===== src/rtl/pc_unit_v2.sv =====
// pc_unit_v2: fetch-stage program counter with prioritised redirects, IRQ latch, EPC capture and redirect hold
// Ports:
//   clk, reset          clock, synchronous active-high reset
//   if_upd_pc           1 = fetch may advance, 0 = fetch stall
//   id_jump/id_jt       ID unconditional jump and its target
//   ex_branch/ex_conba  EX taken branch and its target
//   ex_jr/ex_jr_target  EX jump-register and its target
//   exc/exc_pc          exception pulse and faulting PC
//   irq                 level interrupt request
//   if_pc               current fetch PC
//   kernel              supervisor bit (if_pc MSB when KEEP_MSB=1)
//   epc                 return address captured on exception/interrupt entry
//   irq_ack             one-cycle pulse on interrupt entry
//   redirect_pending    a redirect is parked waiting for the stall to clear
module pc_unit_v2 #(
    parameter int              PC_W      = 32,
    parameter logic [PC_W-1:0] RESET_VEC = 32'h80000000,
    parameter logic [PC_W-1:0] EXC_VEC   = 32'h80000004,
    parameter logic [PC_W-1:0] IRQ_VEC   = 32'h80000008,
    parameter int              STEP      = 4,
    parameter bit              KEEP_MSB  = 1'b1
) (
    input  logic            clk,
    input  logic            reset,
    input  logic            if_upd_pc,
    input  logic            id_jump,
    input  logic [PC_W-1:0] id_jt,
    input  logic            ex_branch,
    input  logic [PC_W-1:0] ex_conba,
    input  logic            ex_jr,
    input  logic [PC_W-1:0] ex_jr_target,
    input  logic            exc,
    input  logic [PC_W-1:0] exc_pc,
    input  logic            irq,
    output logic [PC_W-1:0] if_pc,
    output logic            kernel,
    output logic [PC_W-1:0] epc,
    output logic            irq_ack,
    output logic            redirect_pending
);
    localparam int MSB = PC_W - 1;
    localparam logic [PC_W-1:0] STEP_W = PC_W'(STEP);

    typedef enum logic {RUN, HOLD} state_t;

    state_t          r_state, w_state_nx;
    logic [PC_W-1:0] r_pc, r_epc, r_hold_tgt;
    logic [PC_W-1:0] w_pc_nx, w_epc_nx, w_hold_tgt_nx, w_seq, w_tgt;
    logic            r_irq_pend, r_irq_ack;
    logic            w_redir, w_pend, w_irq_take, w_kernel;

    // With KEEP_MSB the supervisor bit is never carried into
    assign w_seq    = KEEP_MSB ? {r_pc[MSB], r_pc[MSB-1:0] + STEP_W[MSB-1:0]} : r_pc + STEP_W;
    assign w_kernel = KEEP_MSB ? r_pc[MSB] : 1'b0;
    assign w_redir  = ex_jr | ex_branch | id_jump;
    // EX is older than ID, so it wins; jr beats branch
    assign w_tgt    = ex_jr ? ex_jr_target : ex_branch ? ex_conba : id_jt;
    // A request seen this cycle is eligible immediately, not only once latched
    assign w_pend   = r_irq_pend | irq;

    always_comb begin
        w_state_nx    = r_state;
        w_pc_nx       = r_pc;
        w_epc_nx      = r_epc;
        w_hold_tgt_nx = r_hold_tgt;
        w_irq_take    = 1'b0;
        if (exc) begin
            w_pc_nx    = EXC_VEC;
            w_epc_nx   = exc_pc;
            w_state_nx = RUN;
        end else if (r_state == HOLD) begin
            if (if_upd_pc) begin
                w_pc_nx    = w_redir ? w_tgt : r_hold_tgt;
                w_state_nx = RUN;
            end else if (w_redir) begin
                w_hold_tgt_nx = w_tgt;
            end
        end else if (if_upd_pc) begin
            if (w_redir) begin
                w_pc_nx = w_tgt;
            end else if (w_pend && !w_kernel) begin
                w_pc_nx    = IRQ_VEC;
                w_epc_nx   = w_seq;
                w_irq_take = 1'b1;
            end else begin
                w_pc_nx = w_seq;
            end
        end else if (w_redir) begin
            w_hold_tgt_nx = w_tgt;
            w_state_nx    = HOLD;
        end
    end

    always_ff @(posedge clk) begin
        if (reset) begin
            r_state    <= RUN;
            r_pc       <= RESET_VEC;
            r_epc      <= '0;
            r_hold_tgt <= '0;
            r_irq_pend <= 1'b0;
            r_irq_ack  <= 1'b0;
        end else begin
            r_state    <= w_state_nx;
            r_pc       <= w_pc_nx;
            r_epc      <= w_epc_nx;
            r_hold_tgt <= w_hold_tgt_nx;
            r_irq_pend <= w_irq_take ? 1'b0 : w_pend;
            r_irq_ack  <= w_irq_take;
        end
    end

    assign if_pc            = r_pc;
    assign kernel           = w_kernel;
    assign epc              = r_epc;
    assign irq_ack          = r_irq_ack;
    assign redirect_pending = (r_state == HOLD);
endmodule


===== config.mk =====
export PLATFORM = sky130hd
export DESIGN_NAME = pc_unit_v2
export DESIGN_NICKNAME = d
export VERILOG_FILES = /design/src/rtl/pc_unit_v2.sv
export SDC_FILE = /design/constraint.sdc
export NUM_CORES = 1
export LEC_CHECK = 0
export BUFFER_PORTS_ARGS = -buffer_cell sky130_fd_sc_hd__buf_2
export CAP_MARGIN = 0
export CORE_AREA = 2 2 115 117
export DETAILED_ROUTE_END_ITERATION = 12
export DIE_AREA = 0 0 117 119
export PLACE_DENSITY = 0.75
export SKIP_LAST_GASP = 1
export SLEW_MARGIN = 20
export SYNTH_ARGS = -nofsm -noshare
export SYNTH_HDL_FRONTEND = slang
export SYNTH_SLANG_ARGS = --single-unit

===== constraint.sdc =====
create_clock -name clk -period 2.2 [get_ports clk]
set_clock_uncertainty 0.15 [all_clocks]
set_input_delay 0.22 -clock clk [delete_from_list [all_inputs] [get_ports clk]]
set_output_delay 0.22 -clock clk [all_outputs]
set_load 0.01 [all_outputs]

* Word level (Yosys, flattened, before mapping)
Cells that the tools add are included.
** Word-level totals
- Bits in registers :: 99
** Operators by class
- Mux-type cells :: 23
- Add/sub/neg operators :: 1
- Bitwise logic cells :: 5
- Reductions and logical operators :: 10
- Eq/ne operators :: 2
** Operators with widths (number)
- $mux W32 :: 13
- $add A31 B3 Y31 const B :: 1
- $mux W1 :: 9
- $ne A2 B2 Y1 const B :: 2
- $reduce_and A2 Y1 :: 2
- $reduce_and A4 Y1 :: 1
- $reduce_bool A2 Y1 :: 2
- $reduce_or A2 Y1 :: 2
- $mux W3 :: 1
- $or A1 B1 Y1 :: 3
- $reduce_bool A3 Y1 :: 1
- $not A1 Y1 :: 2
- $logic_and A1 B1 Y1 :: 1
- $logic_not A1 Y1 :: 1

* Longest topological paths before layout
- Word-level depth :: 8
- Depth in mapped cells :: 8

* Worst setup path after synthesis
OpenSTA, ideal clock, no wires.
- Path kind :: reg-to-reg
- Start :: reg r_pc[2] (netlist: if_pc[2])
- End :: reg r_pc[20] (netlist: if_pc[20])
- Setup time :: 0.060 ns
- Clock period less this slack :: 2.405 ns
- Buffers on the path :: 1
- Slack :: -0.205 ns
- Arrival time :: 2.195 ns
- Cell stages (with the launch flop) :: 8
- Data required time :: 1.990 ns
- Cells stage by stage :: dfxtp_1 > ha_1 > nand3_1 > or3_4 > buf_6 > or4_4 > a21oi_1 > o221a_1
** Between the ends
- Word-level cells in the longest chain between the ends :: 5
** RTL lines
- start: declaration :: RTL line 47 : logic [PC_W-1:0] r_pc, r_epc, r_hold_tgt;
- start signal: assignment :: RTL line 104 : r_pc <= w_pc_nx;
- $add A31 B3 Y31 :: RTL line 53 : assign w_seq = KEEP_MSB ? {r_pc[MSB], r_pc[MSB-1:0] + STEP_W[MSB-1:0]} : r_pc + STEP_W;
- $mux W32 :: RTL line 81 : end else if (w_pend && !w_kernel) begin
- $mux W32 :: RTL line 79 : if (w_redir) begin
- $mux W32 :: RTL line 78 : end else if (if_upd_pc) begin
- $mux W32 :: RTL line 71 : end else if (r_state == HOLD) begin
Every way passes these cells. The select of a mux whose other input is x is not followed.
A chain may end at the register's enable or synchronous reset.

* Worst setup path after layout
Ends and elaborated chain as after synthesis.

==> metrics.txt <==
core area=0.0129 mm^2; HP Class=input pin to flop; largest net degree at the start of global routing=55; P&R area growth vs syn=37.5%; Worst path slowest cell=or4_4; sequential share of power=0.418; Max clock buf depth=2; Yosys top cell by area=dfxtp_1; flop2flop setup slack=0.04 ns; placement row count=42; Req. time, crit path=2.34 ns; main flop type after synthesis=dfxtp_1; Setup Fix Bufs, Post-CTS=0; Initial DRC Count=524; Buf/Inv on CP=0; Synthesis Warnings=0; combinational group share of total power=0.173; Reg-to-Reg End=if_pc[20]$_SDFFE_PP0P_; CP cell instances=ha_4 -> nand3_2 -> or3_4 -> or4_4 -> a21oi_2 -> o221a_1; Final Slew Violations=0; internal power=3.44 mW; DRT Pass-1 Iters=6; Clock power frac=0.409; CTS tree=yes; cell with the most instances after synthesis=nand2_1; Final nets=1,094; hold_sp=exc_pc[23]; mean area per synthesized cell=7.60 um^2; Startpoint Class=flop; Max-Cap Viols=0; Synth top cells by count=104 x nand2_1, 99 x dfxtp_1, 77 x a22oi_1; H-tree depth=3; WL/cell=17.0 um; detailed placement HPWL=14.7 mm; maximum vdd ir drop=334 uV; Syn Nets=870; Die H=119 um; outcome=complete, no violations; Gate Count Post-Synth=733; total grt overflow=0; sw frac=0.256; post-synthesis cell type count=60; worst-path fanout max=8; R2R depth=6; reg-to-reg startpoint=if_pc[2]$_SDFFE_PP0N_; Initial Utilization=0.433; sequential standard cell area=0.00200 mm^2; vias per inst=5.67; utilization after layout=0.595; final WL=19.4 mm; fin crit share=0.982; I/O pin cnt=203; measured slew at the worst slew-check pin=0.483 ns; power per cell area=603 mW/mm^2; horizontal die dimension=117 um; Root Driver=clkbuf_16; Total Routing Usage GR=0.279; Port Buffers=202; Total Power=4.62 mW; Clock Latency Late Sink=0.35 ns; Multi-input gate area=0.00333 mm^2; Filler Cell Count=1,223; synthesized cell area=0.00557 mm^2; CTS Buf Count=9; Leakage=3.16 nW; Final GP Congestion=0.961; CP max stage delay=0.54 ns; Seq cells post-synth=99; CTS sink count=99; Achievable Freq=0.463 GHz; Worst Hold Path Cells=3; crit path kind=flop to flop; Rel. slew slack=0.670; CTS clock-pin slew for the worst setup and hold paths=0.07 ns; Synth area leaders=dfxtp_1 36%, a22oi_1 10%, nand2_1 7.0%; Hold Vio Cnt, Final=0; final worst path period need=2.16 ns; Final ANT Viol Nets=0; Final setup viols=0; Post-synth ARST share=0; Remaining DRCs=0; element type at the critical path end=flop; Post-synth EDFFs=0; Synth top area share=0.356; crit-path leading delay family=simple AND/OR/NAND/NOR gates; Switching Power=1.18 mW; die area=0.0139 mm^2; Min-Delay Endpoint=epc[23]$_SDFFE_PP0P_; Inserted Diodes=0; initial antenna violation count=0; share of layout cells above drive strength 1=0.335; number of global-route vias before repair=5,789; Via Count=6,450; Arr. time, crit path=2.30 ns; Seq/Total Area, Yosys=0.356; first-pass GRT wire length=30.5 mm
==> stage by stage <==
step           cell area [um^2]  hold WS, ns  instances  setup WS, ns  TNS (ns)
6_report                   7660      0.00666       1138        0.0392         0
4_1_cts                    7630      0.00324       1138        0.0394         0
2_1_floorplan              5610        0.179        733       0.00151         0
3_3_place_gp               7110        0.272       1106        0.0113         0
5_1_grt                    7660      0.00192       1138       -0.0187   -0.0187
3_5_place_dp               7110        0.279       1106        0.0188         0
==> worst min-delay path: stages <==
cell and delay [ns]:
buf_2 0.08, nand2_1 0.06, a31oi_1 0.11
==> routing by layer <==
layer / track usage / vias up / part of all wire
li1: - / 3152 / -
met1: 0.420 / 2975 / 0.47
met2: 0.410 / 301 / 0.44
met3: 0.0555 / 22 / 0.083
met4: 0.0625 / 0 / 0.013
met5: 0 / - / 0
==> kinds of logic (layout without fill, tap and decap cells) <==
family / count (synthesis) / after routing / synth area share
simple gates: 277 / 277 / 0.239
compound gates: 253 / 253 / 0.308
flops: 99 / 99 / 0.356
buf+inv: 80 / 309 / 0.0586
xor+xnor: 23 / 23 / 0.0361
fa+ha+maj: 1 / 1 / 0.00224
==> power groups by stage <==
stage | combinational (mW) | clock [mW] | sequential (mW)
2_1_floorplan | 0.383 | 0 | 2.00
3_3_place_gp | 0.764 | 0 | 1.97
3_5_place_dp | 0.772 | 0 | 1.97
4_1_cts | 0.797 | 1.90 | 1.93
5_1_grt | 0.890 | 1.99 | 1.94
6_report | 0.800 | 1.89 | 1.93
==> registers in the layout, indices dropped and copies added (netlist names) <==
register	cells
r_hold_tgt	32
r_irq_pend	1
if_pc	32
irq_ack	1
redirect_pending	1
epc	32
==> cell usage in the layout (no fill, tap or decap), types with 18 or more instances in the layout <==
master	netlist	layout
dfxtp_1	99	88
nor2_1	67	65
nor2b_1	19	18
a22oi_1	77	77
o21ai_0	55	55
buf_4	1	59
nand2_1	104	104
buf_2	6	202
a21oi_1	33	32
==> area by class of cell <==
cell class / instances / area share
clock buffer: 12 / 0.0348
inverter: 11 / 0.00539
timing repair buffer: 282 / 0.224
multi-input combinational: 554 / 0.434
clock inverter: 4 / 0.0124
sequential: 99 / 0.261
tap: 176 / 0.0287
==> what timing repair did <==
action	CTS	global route
hold buffers	16	0
endpoints found under the hold margin	15	0
gates resized for setup	1	6
pin swaps	0	4
setup endpoints to repair	2	6
cloned	0	0
==> worst max-delay path by stage <==
| stage | start | endpoint | slack (ns) | depth (start not counted) |
|---|---|---|---|---|
| 2_1_floorplan | if_pc[2]$_SDFFE_PP0N_ | if_pc[20]$_SDFFE_PP0P_ | 0.002 | 7 |
| 3_3_place_gp | if_pc[9]$_SDFFE_PP0P_ | if_pc[27]$_SDFFE_PP0P_ | 0.01 | 6 |
| 3_5_place_dp | if_pc[9]$_SDFFE_PP0P_ | if_pc[27]$_SDFFE_PP0P_ | 0.02 | 6 |
| 4_1_cts | if_pc[9]$_SDFFE_PP0P_ | if_pc[20]$_SDFFE_PP0P_ | 0.04 | 6 |
| 5_1_grt | if_pc[2]$_SDFFE_PP0N_ | if_pc[20]$_SDFFE_PP0P_ | -0.02 | 6 |
| 6_report | if_pc[2]$_SDFFE_PP0N_ | if_pc[20]$_SDFFE_PP0P_ | 0.04 | 6 |
No activity file was read; power rests on OpenSTA's default activity.
